===== config.mk =====
export PLATFORM = sky130hd
export DESIGN_NAME = hilo_muldiv_unit
export DESIGN_NICKNAME = d
export VERILOG_FILES = /design/src/rtl/muldiv_pkg.sv /design/src/rtl/muldiv_datapath.sv /design/src/rtl/hilo_muldiv_unit.sv
export SDC_FILE = /design/constraint.sdc
export NUM_CORES = 1
export LEC_CHECK = 0
export CAP_MARGIN = 10
export CORE_MARGIN = 1
export CORE_UTILIZATION = 50
export DETAILED_ROUTE_END_ITERATION = 10
export GPL_TIMING_DRIVEN = 0
export MAX_ROUTING_LAYER = met4
export PLACE_DENSITY_LB_ADDON = 0.05
export SLEW_MARGIN = 20
export SYNTH_ARGS = -nofsm -noshare
export SYNTH_HDL_FRONTEND = slang
export SYNTH_SLANG_ARGS = --single-unit

===== constraint.sdc =====
create_clock -name Clk -period 9.7 [get_ports Clk]
set_input_delay 1.94 -clock Clk [delete_from_list [all_inputs] [get_ports Clk]]
set_output_delay 1.94 -clock Clk [all_outputs]
set_load 0.1 [all_outputs]

===== src/rtl/muldiv_pkg.sv =====
// Shared definitions for the HI/LO multiply/divide engine.
// Latency: n/a (types, encodings and constant helpers only).
// Backpressure: n/a.
package muldiv_pkg;

  // Operation codes presented on Op.
  typedef enum logic [2:0] {
    OP_MULT  = 3'd0,
    OP_MULTU = 3'd1,
    OP_DIV   = 3'd2,
    OP_DIVU  = 3'd3,
    OP_MTHI  = 3'd4,
    OP_MTLO  = 3'd5,
    OP_MADD  = 3'd6,
    OP_MSUB  = 3'd7
  } op_e;

  // Engine sequencing states.
  typedef enum logic [1:0] {
    ST_IDLE = 2'd0,
    ST_RUN  = 2'd1,
    ST_FIX  = 2'd2
  } state_e;

  localparam int unsigned MAX_WIDTH = 64;

  // Quotient reported for a zero divisor: all ones in the low w bits.
  function automatic logic [MAX_WIDTH-1:0] DIV0_QUOTIENT(input int unsigned w);
    return {MAX_WIDTH{1'b1}} >> (MAX_WIDTH - w);
  endfunction

endpackage


===== src/rtl/muldiv_datapath.sv =====
// Combinational iteration step (shift-add multiply / restoring divide) and final sign fix.
// Latency: 0 cycles (pure combinational; the caller registers every result).
// Backpressure: none; the caller decides when step or fix results are captured.
//
// Ports:
//   is_div, is_acc, acc_sub  - operation class of the in-flight op
//   neg_res, neg_rem         - negate product/quotient, negate remainder
//   div_zero                 - in-flight divide has a zero divisor
//   hi_w, lo_w               - working registers (partial product / remainder+quotient)
//   b_mag, a_raw             - divisor/multiplicand magnitude, original A
//   hi_cur, lo_cur           - architectural HI/LO (accumulate source)
//   hi_step, lo_step         - next working-register values for one iteration
//   hi_fix, lo_fix           - values to commit into HI/LO
module muldiv_datapath
  import muldiv_pkg::*;
#(
  parameter int WIDTH = 32
) (
  input  logic             is_div,
  input  logic             is_acc,
  input  logic             acc_sub,
  input  logic             neg_res,
  input  logic             neg_rem,
  input  logic             div_zero,
  input  logic [WIDTH-1:0] hi_w,
  input  logic [WIDTH-1:0] lo_w,
  input  logic [WIDTH-1:0] b_mag,
  input  logic [WIDTH-1:0] a_raw,
  input  logic [WIDTH-1:0] hi_cur,
  input  logic [WIDTH-1:0] lo_cur,
  output logic [WIDTH-1:0] hi_step,
  output logic [WIDTH-1:0] lo_step,
  output logic [WIDTH-1:0] hi_fix,
  output logic [WIDTH-1:0] lo_fix
);

  localparam logic [MAX_WIDTH-1:0] DIV0_Q_FULL = DIV0_QUOTIENT(WIDTH);

  logic [WIDTH:0]       mul_sum;
  logic [WIDTH:0]       div_shift;
  logic [WIDTH-1:0]     div_diff;
  logic                 div_ge;
  logic [2*WIDTH-1:0]   prod;
  logic [2*WIDTH-1:0]   prod_s;
  logic [2*WIDTH-1:0]   acc_res;
  logic [WIDTH-1:0]     quo_s;
  logic [WIDTH-1:0]     rem_s;

  // One iteration. Multiply: {hi,lo} holds partial product with the
  // multiplier in lo; add multiplicand when lo[0] set, then shift right.
  // Divide: hi is the partial remainder, lo shifts the dividend out at the
  // top and collects quotient bits at the bottom.
  always_comb begin
    mul_sum   = {1'b0, hi_w} + (lo_w[0] ? {1'b0, b_mag} : '0);
    div_shift = {hi_w, lo_w[WIDTH-1]};
    div_ge    = (div_shift >= {1'b0, b_mag});
    // Partial remainder stays below the divisor, so the difference fits WIDTH bits.
    div_diff  = div_shift[WIDTH-1:0] - b_mag;
    if (is_div) begin
      hi_step = div_ge ? div_diff : div_shift[WIDTH-1:0];
      lo_step = {lo_w[WIDTH-2:0], div_ge};
    end else begin
      hi_step = mul_sum[WIDTH:1];
      lo_step = {mul_sum[0], lo_w[WIDTH-1:1]};
    end
  end

  // Sign correction and commit value.
  always_comb begin
    prod    = {hi_w, lo_w};
    prod_s  = neg_res ? ('0 - prod) : prod;
    acc_res = acc_sub ? ({hi_cur, lo_cur} - prod_s) : ({hi_cur, lo_cur} + prod_s);
    quo_s   = neg_res ? ('0 - lo_w) : lo_w;
    rem_s   = neg_rem ? ('0 - hi_w) : hi_w;
    hi_fix  = prod_s[2*WIDTH-1:WIDTH];
    lo_fix  = prod_s[WIDTH-1:0];
    if (is_div) begin
      if (div_zero) begin
        hi_fix = a_raw;
        lo_fix = DIV0_Q_FULL[WIDTH-1:0];
      end else begin
        hi_fix = rem_s;
        lo_fix = quo_s;
      end
    end else if (is_acc) begin
      hi_fix = acc_res[2*WIDTH-1:WIDTH];
      lo_fix = acc_res[WIDTH-1:0];
    end
  end

endmodule


===== src/rtl/hilo_muldiv_unit.sv =====
// Multi-cycle multiply/divide engine owning HI/LO; one bit per cycle, then sign fix and commit.
// Latency: op accepted at edge t commits HI/LO with Done at edge t+WIDTH+1; MTHI/MTLO write at t.
// Backpressure: new Start is ignored while Busy; Stall holds the pipeline for HI/LO readers/new ops.
//
// Optional: define MULDIV_MADD_EN to enable MADD/MSUB ({HI,LO} +/- signed A*B);
// otherwise those op codes are never accepted.
//
// Ports:
//   Clk, Reset              - clock (rising edge), synchronous active-high reset
//   Start, Op, A, B         - op request with operands (latched at acceptance)
//   Flush                   - squash the in-flight op (no commit, no Done)
//   HiLoRead                - ID/EX instruction reads HI or LO
//   HIreg_read, LOreg_read  - architectural HI/LO
//   Busy, Done, DivByZero   - iterating, commit pulse, sticky zero-divisor flag
//   Stall                   - Busy & (Start | HiLoRead)
module hilo_muldiv_unit
  import muldiv_pkg::*;
#(
  parameter int WIDTH = 32,
  parameter int CNT_W = $clog2(WIDTH) + 1
) (
  input  logic             Clk,
  input  logic             Reset,
  input  logic             Start,
  input  logic [2:0]       Op,
  input  logic [WIDTH-1:0] A,
  input  logic [WIDTH-1:0] B,
  input  logic             Flush,
  input  logic             HiLoRead,
  output logic [WIDTH-1:0] HIreg_read,
  output logic [WIDTH-1:0] LOreg_read,
  output logic             Busy,
  output logic             Done,
  output logic             DivByZero,
  output logic             Stall
);

  state_e           state_q, state_d;
  logic [CNT_W-1:0] cnt_q, cnt_d;
  logic [WIDTH-1:0] hi_q, hi_d;
  logic [WIDTH-1:0] lo_q, lo_d;
  logic [WIDTH-1:0] hw_q, hw_d;
  logic [WIDTH-1:0] lw_q, lw_d;
  logic [WIDTH-1:0] b_q, b_d;
  logic [WIDTH-1:0] a_q, a_d;
  op_e              op_q, op_d;
  logic             neg_q, neg_d;
  logic             rneg_q, rneg_d;
  logic             done_q, done_d;
  logic             dbz_q, dbz_d;

  op_e              op_in;
  logic             iter_op;
  logic             signed_op;
  logic             accept;
  logic             a_neg, b_neg;
  logic [WIDTH-1:0] a_mag, b_mag;
  logic             is_div, is_acc, acc_sub, div_zero;
  logic [WIDTH-1:0] hi_step, lo_step, hi_fix, lo_fix;

  assign op_in = op_e'(Op);

  // Which op codes start an iteration.
  always_comb begin
    iter_op = 1'b0;
    case (op_in)
      OP_MULT, OP_MULTU, OP_DIV, OP_DIVU: iter_op = 1'b1;
`ifdef MULDIV_MADD_EN
      OP_MADD, OP_MSUB:                   iter_op = 1'b1;
`else
      OP_MADD, OP_MSUB:                   iter_op = 1'b0;
`endif
      default:                            iter_op = 1'b0;
    endcase
  end

  assign signed_op = (op_in == OP_MULT) || (op_in == OP_DIV) ||
                     (op_in == OP_MADD) || (op_in == OP_MSUB);
  assign a_neg     = signed_op & A[WIDTH-1];
  assign b_neg     = signed_op & B[WIDTH-1];
  assign a_mag     = a_neg ? ('0 - A) : A;
  assign b_mag     = b_neg ? ('0 - B) : B;

  // A flush in the same IDLE cycle drops the request, including MTHI/MTLO.
  assign accept = (state_q == ST_IDLE) && Start && !Flush;

  assign is_div   = (op_q == OP_DIV) || (op_q == OP_DIVU);
  assign is_acc   = (op_q == OP_MADD) || (op_q == OP_MSUB);
  assign acc_sub  = (op_q == OP_MSUB);
  assign div_zero = is_div && (b_q == '0);

  muldiv_datapath #(.WIDTH(WIDTH)) u_dp (
    .is_div   (is_div),
    .is_acc   (is_acc),
    .acc_sub  (acc_sub),
    .neg_res  (neg_q),
    .neg_rem  (rneg_q),
    .div_zero (div_zero),
    .hi_w     (hw_q),
    .lo_w     (lw_q),
    .b_mag    (b_q),
    .a_raw    (a_q),
    .hi_cur   (hi_q),
    .lo_cur   (lo_q),
    .hi_step  (hi_step),
    .lo_step  (lo_step),
    .hi_fix   (hi_fix),
    .lo_fix   (lo_fix)
  );

  always_comb begin
    state_d = state_q;
    cnt_d   = cnt_q;
    hi_d    = hi_q;
    lo_d    = lo_q;
    hw_d    = hw_q;
    lw_d    = lw_q;
    b_d     = b_q;
    a_d     = a_q;
    op_d    = op_q;
    neg_d   = neg_q;
    rneg_d  = rneg_q;
    done_d  = 1'b0;
    dbz_d   = dbz_q;
    case (state_q)
      ST_IDLE: begin
        if (accept) begin
          if (iter_op) begin
            state_d = ST_RUN;
            cnt_d   = '0;
            hw_d    = '0;
            lw_d    = a_mag;
            b_d     = b_mag;
            a_d     = A;
            op_d    = op_in;
            neg_d   = a_neg ^ b_neg;
            rneg_d  = a_neg;
            if ((op_in == OP_DIV) || (op_in == OP_DIVU)) dbz_d = 1'b0;
          end else if (op_in == OP_MTHI) begin
            hi_d = A;
          end else if (op_in == OP_MTLO) begin
            lo_d = A;
          end
        end
      end
      ST_RUN: begin
        if (Flush) begin
          state_d = ST_IDLE;
        end else begin
          hw_d  = hi_step;
          lw_d  = lo_step;
          cnt_d = cnt_q + 1'b1;
          if (cnt_q == CNT_W'(WIDTH - 1)) state_d = ST_FIX;
        end
      end
      ST_FIX: begin
        state_d = ST_IDLE;
        if (!Flush) begin
          hi_d   = hi_fix;
          lo_d   = lo_fix;
          done_d = 1'b1;
          if (div_zero) dbz_d = 1'b1;
        end
      end
      default: state_d = ST_IDLE;
    endcase
  end

  always_ff @(posedge Clk) begin
    if (Reset) begin
      state_q <= ST_IDLE;
      cnt_q   <= '0;
      hi_q    <= '0;
      lo_q    <= '0;
      hw_q    <= '0;
      lw_q    <= '0;
      b_q     <= '0;
      a_q     <= '0;
      op_q    <= OP_MULT;
      neg_q   <= 1'b0;
      rneg_q  <= 1'b0;
      done_q  <= 1'b0;
      dbz_q   <= 1'b0;
    end else begin
      state_q <= state_d;
      cnt_q   <= cnt_d;
      hi_q    <= hi_d;
      lo_q    <= lo_d;
      hw_q    <= hw_d;
      lw_q    <= lw_d;
      b_q     <= b_d;
      a_q     <= a_d;
      op_q    <= op_d;
      neg_q   <= neg_d;
      rneg_q  <= rneg_d;
      done_q  <= done_d;
      dbz_q   <= dbz_d;
    end
  end

  assign HIreg_read = hi_q;
  assign LOreg_read = lo_q;
  assign Busy       = (state_q != ST_IDLE);
  assign Done       = done_q;
  assign DivByZero  = dbz_q;
  assign Stall      = Busy && (Start || HiLoRead);

endmodule


### Word level (Yosys, flattened, before mapping)

Cells that the tools add are included.

| storage, ports and cells | value |
|---|---|
| bits in registers | 207 |
| bits of input ports | 72 |
| output and inout port bits | 68 |
| word-level logic and storage cells | 131 |

| operators by class | value |
|---|---|
| add/sub/neg operators | 10 |
| magnitude comparators | 1 |
| equal/unequal tests | 25 |
| mux-type cells | 52 |
| bitwise gates (word level) | 4 |
| reduce and logical (&&, ||, !) cells | 26 |

Operators by type and width:

| operator | count |
|---|---|
| $mux W32 | 29 |
| $pmux W32 S2 | 4 |
| $mux W64 | 2 |
| $sub A1 B32 Y32 const A | 4 |
| $add A64 B64 Y64 | 1 |
| $sub A1 B64 Y64 const A | 1 |
| $sub A64 B64 Y64 | 1 |
| $add A32 B33 Y33 | 1 |
| $ge A33 B32 Y1 | 1 |
| $logic_not A32 Y1 | 1 |
| $sub A32 B32 Y32 | 1 |
| $eq A3 B3 Y1 const B | 6 |
| $mux W6 | 3 |
| $ne A2 B2 Y1 const B | 7 |
| $eq A3 B2 Y1 const B | 4 |
| $pmux W6 S2 | 1 |
| $reduce_and A6 Y1 | 2 |
| $mux W2 | 4 |
| $logic_or A1 B1 Y1 | 7 |
| $mux W1 | 7 |
| $add A6 B1 Y6 const B | 1 |
| $eq A6 B5 Y1 const B | 1 |
| $ne A2 B1 Y1 const B | 3 |
| $reduce_and A3 Y1 | 2 |
| 18 further kinds | 24 |

### Longest topological paths before layout

| logic depth | value |
|---|---|
| depth in word-level cells | 9 |
| depth in mapped cells | 28 |
| mapped depth without buffers | 24 |

### By module

Synthesis repeated with hierarchy kept, for this count alone.

| unflattened totals | value |
|---|---|
| cells, all modules | 3211 |
| area total of the unflattened synthesis | 22922.0 µm² |

Modules (own cells, without submodules):

| module | instances | cells each | area an instance (µm²) | seq. area each (µm²) |
|---|---|---|---|---|
| muldiv_datapath | 1 | 2009 | 13262.7 | 0.0 |
| hilo_muldiv_unit | 1 | 1202 | 9659.3 | 4144.0 |

### Least setup slack after synthesis

No wires, ideal clock.

| timing path | value |
|---|---|
| path kind | register to register |
| from | register lw_q[0] |
| to | register hi_q[29] (netlist: HIreg_read[29]) |
| arrival time | 6.519 ns |
| data required time | 9.566 ns |
| slack | 3.047 ns |
| stages on the path, launching flop included | 29 |
| path buffers | 4 |
| path through | dfxtp_1 -> clkinv_1 -> clkbuf_1 -> ha_1 -> or4b_1 -> buf_2 -> or4_4 -> buf_6 -> a2111o_1 -> a211o_1 -> a211oi_2 -> o211ai_4 -> nor4b_4 -> nand2b_1 -> nor4_4 -> a31oi_1 -> xor2_1 -> ha_1 -> clkbuf_1 -> a21o_1 -> o21bai_1 -> a21o_1 -> a21oi_1 -> o21ai_0 -> a21o_1 -> or3_1 -> a311o_1 -> o21ai_0 -> o22ai_1 |

| on the way | value |
|---|---|
| cells in the longest elaborated chain, start to end | 8 |
| elaborated cells between the ends (all ways) | 9 |
| classes of those cells | add/sub: 3; mux: 6 |

Ends and longest elaborated chain:

| item | line | RTL |
|---|---|---|
| start, declared | hilo_muldiv_unit.sv:43 | `logic [WIDTH-1:0] lw_q, lw_d;` |
| start signal, assigned | hilo_muldiv_unit.sv:190 | `lw_q <= lw_d;` |
| $sub A1 B64 Y64 | muldiv_datapath.sv:71 | `prod_s = neg_res ? ('0 - prod) : prod;` |
| $mux W64 (*) | muldiv_datapath.sv:71 |  |
| $add A64 B64 Y64 / $sub A64 B64 Y64 (equally long branches) | muldiv_datapath.sv:72 | `acc_res = acc_sub ? ({hi_cur, lo_cur} - prod_s) : ({hi_cur, lo_cur} + prod_s);` |
| $mux W64 | muldiv_datapath.sv:72 |  |
| $mux W32 (*) | muldiv_datapath.sv:85 | `end else if (is_acc) begin` |
| $mux W32 (*) | muldiv_datapath.sv:77 | `if (is_div) begin` |
| $mux W32 (*) | hilo_muldiv_unit.sv:158 | `if (!Flush) begin` |
| $pmux W32 S2 (*) | hilo_muldiv_unit.sv:125 | `case (state_q)` |
| end signal, assigned | hilo_muldiv_unit.sv:187 | `hi_q <= hi_d;` |
| end, declared | hilo_muldiv_unit.sv:40 | `logic [WIDTH-1:0] hi_q, hi_d;` |

Mark *: on every way between the ends. The rest lies on a longest branch, timed or not. The select of a mux whose other input is x is not followed.
A chain may end at the register's enable or synchronous reset.

### Worst setup path after layout

| timing path | value |
|---|---|
| from | register neg_q |
| to | register hi_q[14] (netlist: HIreg_read[14]) |

| on the way | value |
|---|---|
| cells in the longest elaborated chain, start to end | 7 |
| elaborated cells between the ends (all ways) | 8 |
| classes of those cells | add/sub: 2; mux: 6 |

Ends and longest elaborated chain:

| item | line | RTL |
|---|---|---|
| start, declared | hilo_muldiv_unit.sv:47 | `logic neg_q, neg_d;` |
| start signal, assigned | hilo_muldiv_unit.sv:194 | `neg_q <= neg_d;` |
| $mux W64 (*) | muldiv_datapath.sv:71 |  |
| $add A64 B64 Y64 / $sub A64 B64 Y64 (equally long branches) | muldiv_datapath.sv:72 |  |
| $mux W64 | muldiv_datapath.sv:72 |  |
| $mux W32 (*) | muldiv_datapath.sv:85 |  |
| $mux W32 (*) | muldiv_datapath.sv:77 |  |
| $mux W32 (*) | hilo_muldiv_unit.sv:158 |  |
| $pmux W32 S2 (*) | hilo_muldiv_unit.sv:125 |  |

Marked as above.

==> impl_metrics.yaml <==
sta:
  drv_slew: 0
  fin_crit_ps: 8986
  skew_ps: 17.65
  setup-tns-final_ps: 0
  rsz0062_at_grt: "no"
  relSlewSlack_pct: 8.932
  hold_viol: 0
  setup_viol: 0
  fin_crit_sh_pct: 92.63
  fmax_mhz: 111.3
  tightest_slew_ps: 1366
  setup_ws_ps: 714.5
die:
  fp.dieArea_sq_um: 44380
  start_util_pct: 50.65
  num_rows: 76
  fp.dieH_um: 210.7
  boundaryPins: 140
  core-area_sq_um: 42980
  die_width_um: 210.7
global_routing:
  overflow: 0
  grt_max_degree: 14
  grtUsageTotal_pct: 45.16
  antenna_found_initial: 1
  grt_pass1_vias: 23366
  grt_pass1_wl_um: 146200
logic_synthesis:
  ys.warnings.count: 0
  syn_avg_cell_area_sq_um: 6.979
  synth-edff-count: 0
  synthFlopType: "dfxtp_1"
  synth_area_sq_um: 21770
  syn_nets: 3327
  synth.distinct_cells: 82
  synth-async-reset-ratio_pct: 0
  synthCells: 3119
  seq_area_frac_synth_pct: 19.04
  synth-seq-cells: 207
final_layout:
  nNetsFinal: 3490
  n_fill_cell: 4223
  fin_cells: 3893
  register_area_sq_um: 4144
  synthToLayoutAreaGrowth_pct: 14.35
  layout-drive-gt1-share_pct: 2.634
  multi_input_area_sq_um: 16440
placed_design:
  routabilityCongestion: 1.055
  placed_cells: 3839
  place_worst_setup_slack_ps: 613.1
  io_buffers: 134
  dp_hpwl_um: 80480
routing:
  first_pass_iters: 6
  ant_nets: 0
  detail_route.vias_per_cell: 6.639
  drc: 0
  finalWirelength_um: 100600
  num_vias: 25847
  drtIter0Drc: 3665
  wl_per_cell_um: 25.84
clock_tree:
  clockBufferDepth: 3
  clkSinkCount: 207
  clk_pin_slew_ps: 60
  root_buffer: "clkbuf_16"
  cts_tree: "built"
  numCtsBuffers: 27
  htree_levels: 1
  clk_latency_ps: 580
critical_path:
  r2r_end: "HIreg_read[14]$_SDFFE_PP0P_"
  crit_path_max_fanout: 10
  start_kind: "flip-flop"
  r2r_cells: 23
  r2r_slack_ps: 710
  critPathKind: "reg2reg"
  end_kind: "flip-flop"
  timing.rr.start: "neg_q$_SDFFE_PP0P_"
  crit_arrival_ps: 9360
  required_ps: 10080
power:
  p_leak_nw: 9.689
  ir_drop_mv: 0.1186
  power_density_nw_per_um2: 132.5
min_path:
  holdCritStartpoint: "a_q[2]$_SDFFE_PP0P_"
  hold_path_depth: 2
  hold_path_class: "reg2reg"
  holdPathEnd: "a_q[2]$_SDFFE_PP0P_"
run_status:
  status: "completed"
job:
  drv_cap: 0
-- metrics by stage --
step           power [mW]  area, sq um  hold WS, ps  utilization (%)
3_5_place_dp        2.079        23860        448.4            55.50
4_1_cts             3.242        24870        456.2            57.87
6_report            3.298        24890        456.2            57.91
2_1_floorplan       1.712        21770        433.2                -
3_3_place_gp        2.064        23840        441.6            55.47
5_1_grt             3.393        24880        473.2            57.89
-- worst max path at each step --
stage                    startpoint                          end  slack [ps]  depth (start not counted)
5_1_grt        lw_q[0]$_SDFFE_PP0P_  HIreg_read[14]$_SDFFE_PP0P_         590                         26
3_5_place_dp   lw_q[0]$_SDFFE_PP0P_  HIreg_read[14]$_SDFFE_PP0P_         610                         27
4_1_cts        lw_q[0]$_SDFFE_PP0P_  HIreg_read[14]$_SDFFE_PP0P_         550                         27
3_3_place_gp   lw_q[0]$_SDFFE_PP0P_  HIreg_read[27]$_SDFFE_PP0P_         660                         24
6_report         neg_q$_SDFFE_PP0P_  HIreg_read[14]$_SDFFE_PP0P_         710                         23
2_1_floorplan  lw_q[0]$_SDFFE_PP0P_  HIreg_read[29]$_SDFFE_PP0P_        3050                         28
-- final cells by class --
class | instances | area share [%]
inverter | 91 | 1.387
clock inverter | 13 | 0.9802
sequential | 207 | 16.65
clock buffer | 37 | 3.106
multi-input combinational | 2602 | 66.05
buffer | 218 | 3.413
timing repair buffer | 135 | 5.419
antenna | 5 | 0.05027
tap | 585 | 2.941
-- cells in the mapped netlist (all sizes together), types with 19 or more instances --
cell    number  area [sq um]
nand2b      23         143.9
and3        33         206.5
nand2      392          1471
nor2       296          1111
ha         133          1664
a31oi       44         275.3
xnor2      145          1270
nand3       84         420.4
inv         88         330.3
nand4       41         256.5
a21oi      291          1456
dfxtp      207          4144
nor2b       19         118.9
or3         22         137.6
o21ai      213          1066
or4         22         172.7
o21bai      22         165.2
a211oi      83         628.1
xor2       169          1480
nor4        44         302.8
a221oi      22         192.7
o31ai       40         300.3
o211ai      65         501.7
mux2i       20         200.2
a21o        75         563.0
nor3        78         390.4
a311oi      28         245.2
clkbuf     204         765.7
-- metal layers --
layer | global-route usage, % | share of wire, % | up-vias
met4 | 27.06 | 6.7 | 0
met1 | 57.68 | 40 | 12073
met3 | 8.534 | 11 | 335
met5 | - | 0 | -
met2 | 65.93 | 42 | 1728
li1 | - | - | 11711
-- registers in the layout (all words and copies together) (netlist names) --
| signal | count |
|---|---|
| lw_q | 32 |
| hw_q | 32 |
| rneg_q | 1 |
| neg_q | 1 |
| a_q | 32 |
| Done | 1 |
| HIreg_read | 32 |
| op_q | 3 |
| LOreg_read | 32 |
| cnt_q | 6 |
| state_q | 2 |
| DivByZero | 1 |
| b_q | 32 |
-- worst max-delay path, cell delays in order (launching register included) --
cell and delay, ps:
dfxtp_1 310, clkbuf_1 370, clkbuf_1 460, clkbuf_1 470
clkbuf_1 540, clkbuf_1 440, clkbuf_1 630, clkbuf_1 520
nand2_1 130, xor2_1 460, a31oi_1 190, xor2_1 190
ha_1 380, nand2_1 150, o21ai_0 400, a311oi_1 300
o31a_1 440, nor3_1 500, o21ai_0 190, and2_1 220
xnor2_1 340, a211oi_1 130, a21o_1 220, a2111oi_0 770
-- report_power, final --
| part | switching (mW) | internal [mW] |
|---|---|---|
| Combinational | 0.821 | 0.397 |
| Clock | 0.437 | 0.741 |
| Sequential | 0.0280 | 0.874 |
-- cells by family after synthesis --
kind of cell,share of synthesized area [%]
AND/OR/NAND/NOR,23.75
AO/OA/AOI/OAI,30.15
XOR/XNOR,12.63
buffers and inverters,5.489
flip-flops,19.04
adder cells (fa/ha/maj),7.920
multiplexers,1.023
-- cells in the final DEF, fill, tap and decap left out, types with 11 or more instances in the layout --
| cell type | Yosys | routed |
|---|---|---|
| clkbuf_16 | 0 | 27 |
| nand4_1 | 41 | 41 |
| mux2i_1 | 20 | 20 |
| a31oi_1 | 44 | 44 |
| and3_1 | 33 | 33 |
| o21bai_1 | 22 | 22 |
| nor2_1 | 296 | 296 |
| a211oi_1 | 82 | 82 |
| clkdlybuf4s50_1 | 0 | 134 |
| ha_1 | 133 | 133 |
| o22ai_1 | 14 | 14 |
| o21a_1 | 11 | 11 |
| a21oi_1 | 291 | 291 |
| xnor2_1 | 145 | 145 |
| nor4_1 | 41 | 39 |
| xor2_1 | 169 | 169 |
| o21ai_0 | 209 | 209 |
| a311oi_1 | 28 | 28 |
| inv_1 | 88 | 88 |
| nand2b_1 | 23 | 23 |
| o31ai_1 | 40 | 40 |
| nor2b_1 | 19 | 19 |
| dfxtp_1 | 207 | 207 |
| nor3_1 | 78 | 78 |
| nand2_1 | 392 | 392 |
| or4_1 | 20 | 20 |
| o41ai_1 | 15 | 15 |
| nand3_1 | 84 | 84 |
| or2_2 | 12 | 12 |
| o221ai_1 | 16 | 16 |
| a21o_1 | 75 | 75 |
| a221oi_1 | 22 | 22 |
| clkbuf_1 | 204 | 207 |
| or3_1 | 22 | 22 |
| o211ai_1 | 64 | 64 |
| and2_1 | 14 | 14 |
| a22oi_1 | 11 | 11 |
-- what timing repair did --
item,in CTS,in global routing
setup endpoints to repair,0,3
setup buffers,0,0
hold buffers,0,0
hold endpoints to repair,0,0
gates resized for setup,0,1
No activity file was read; power rests on OpenSTA's default activity.
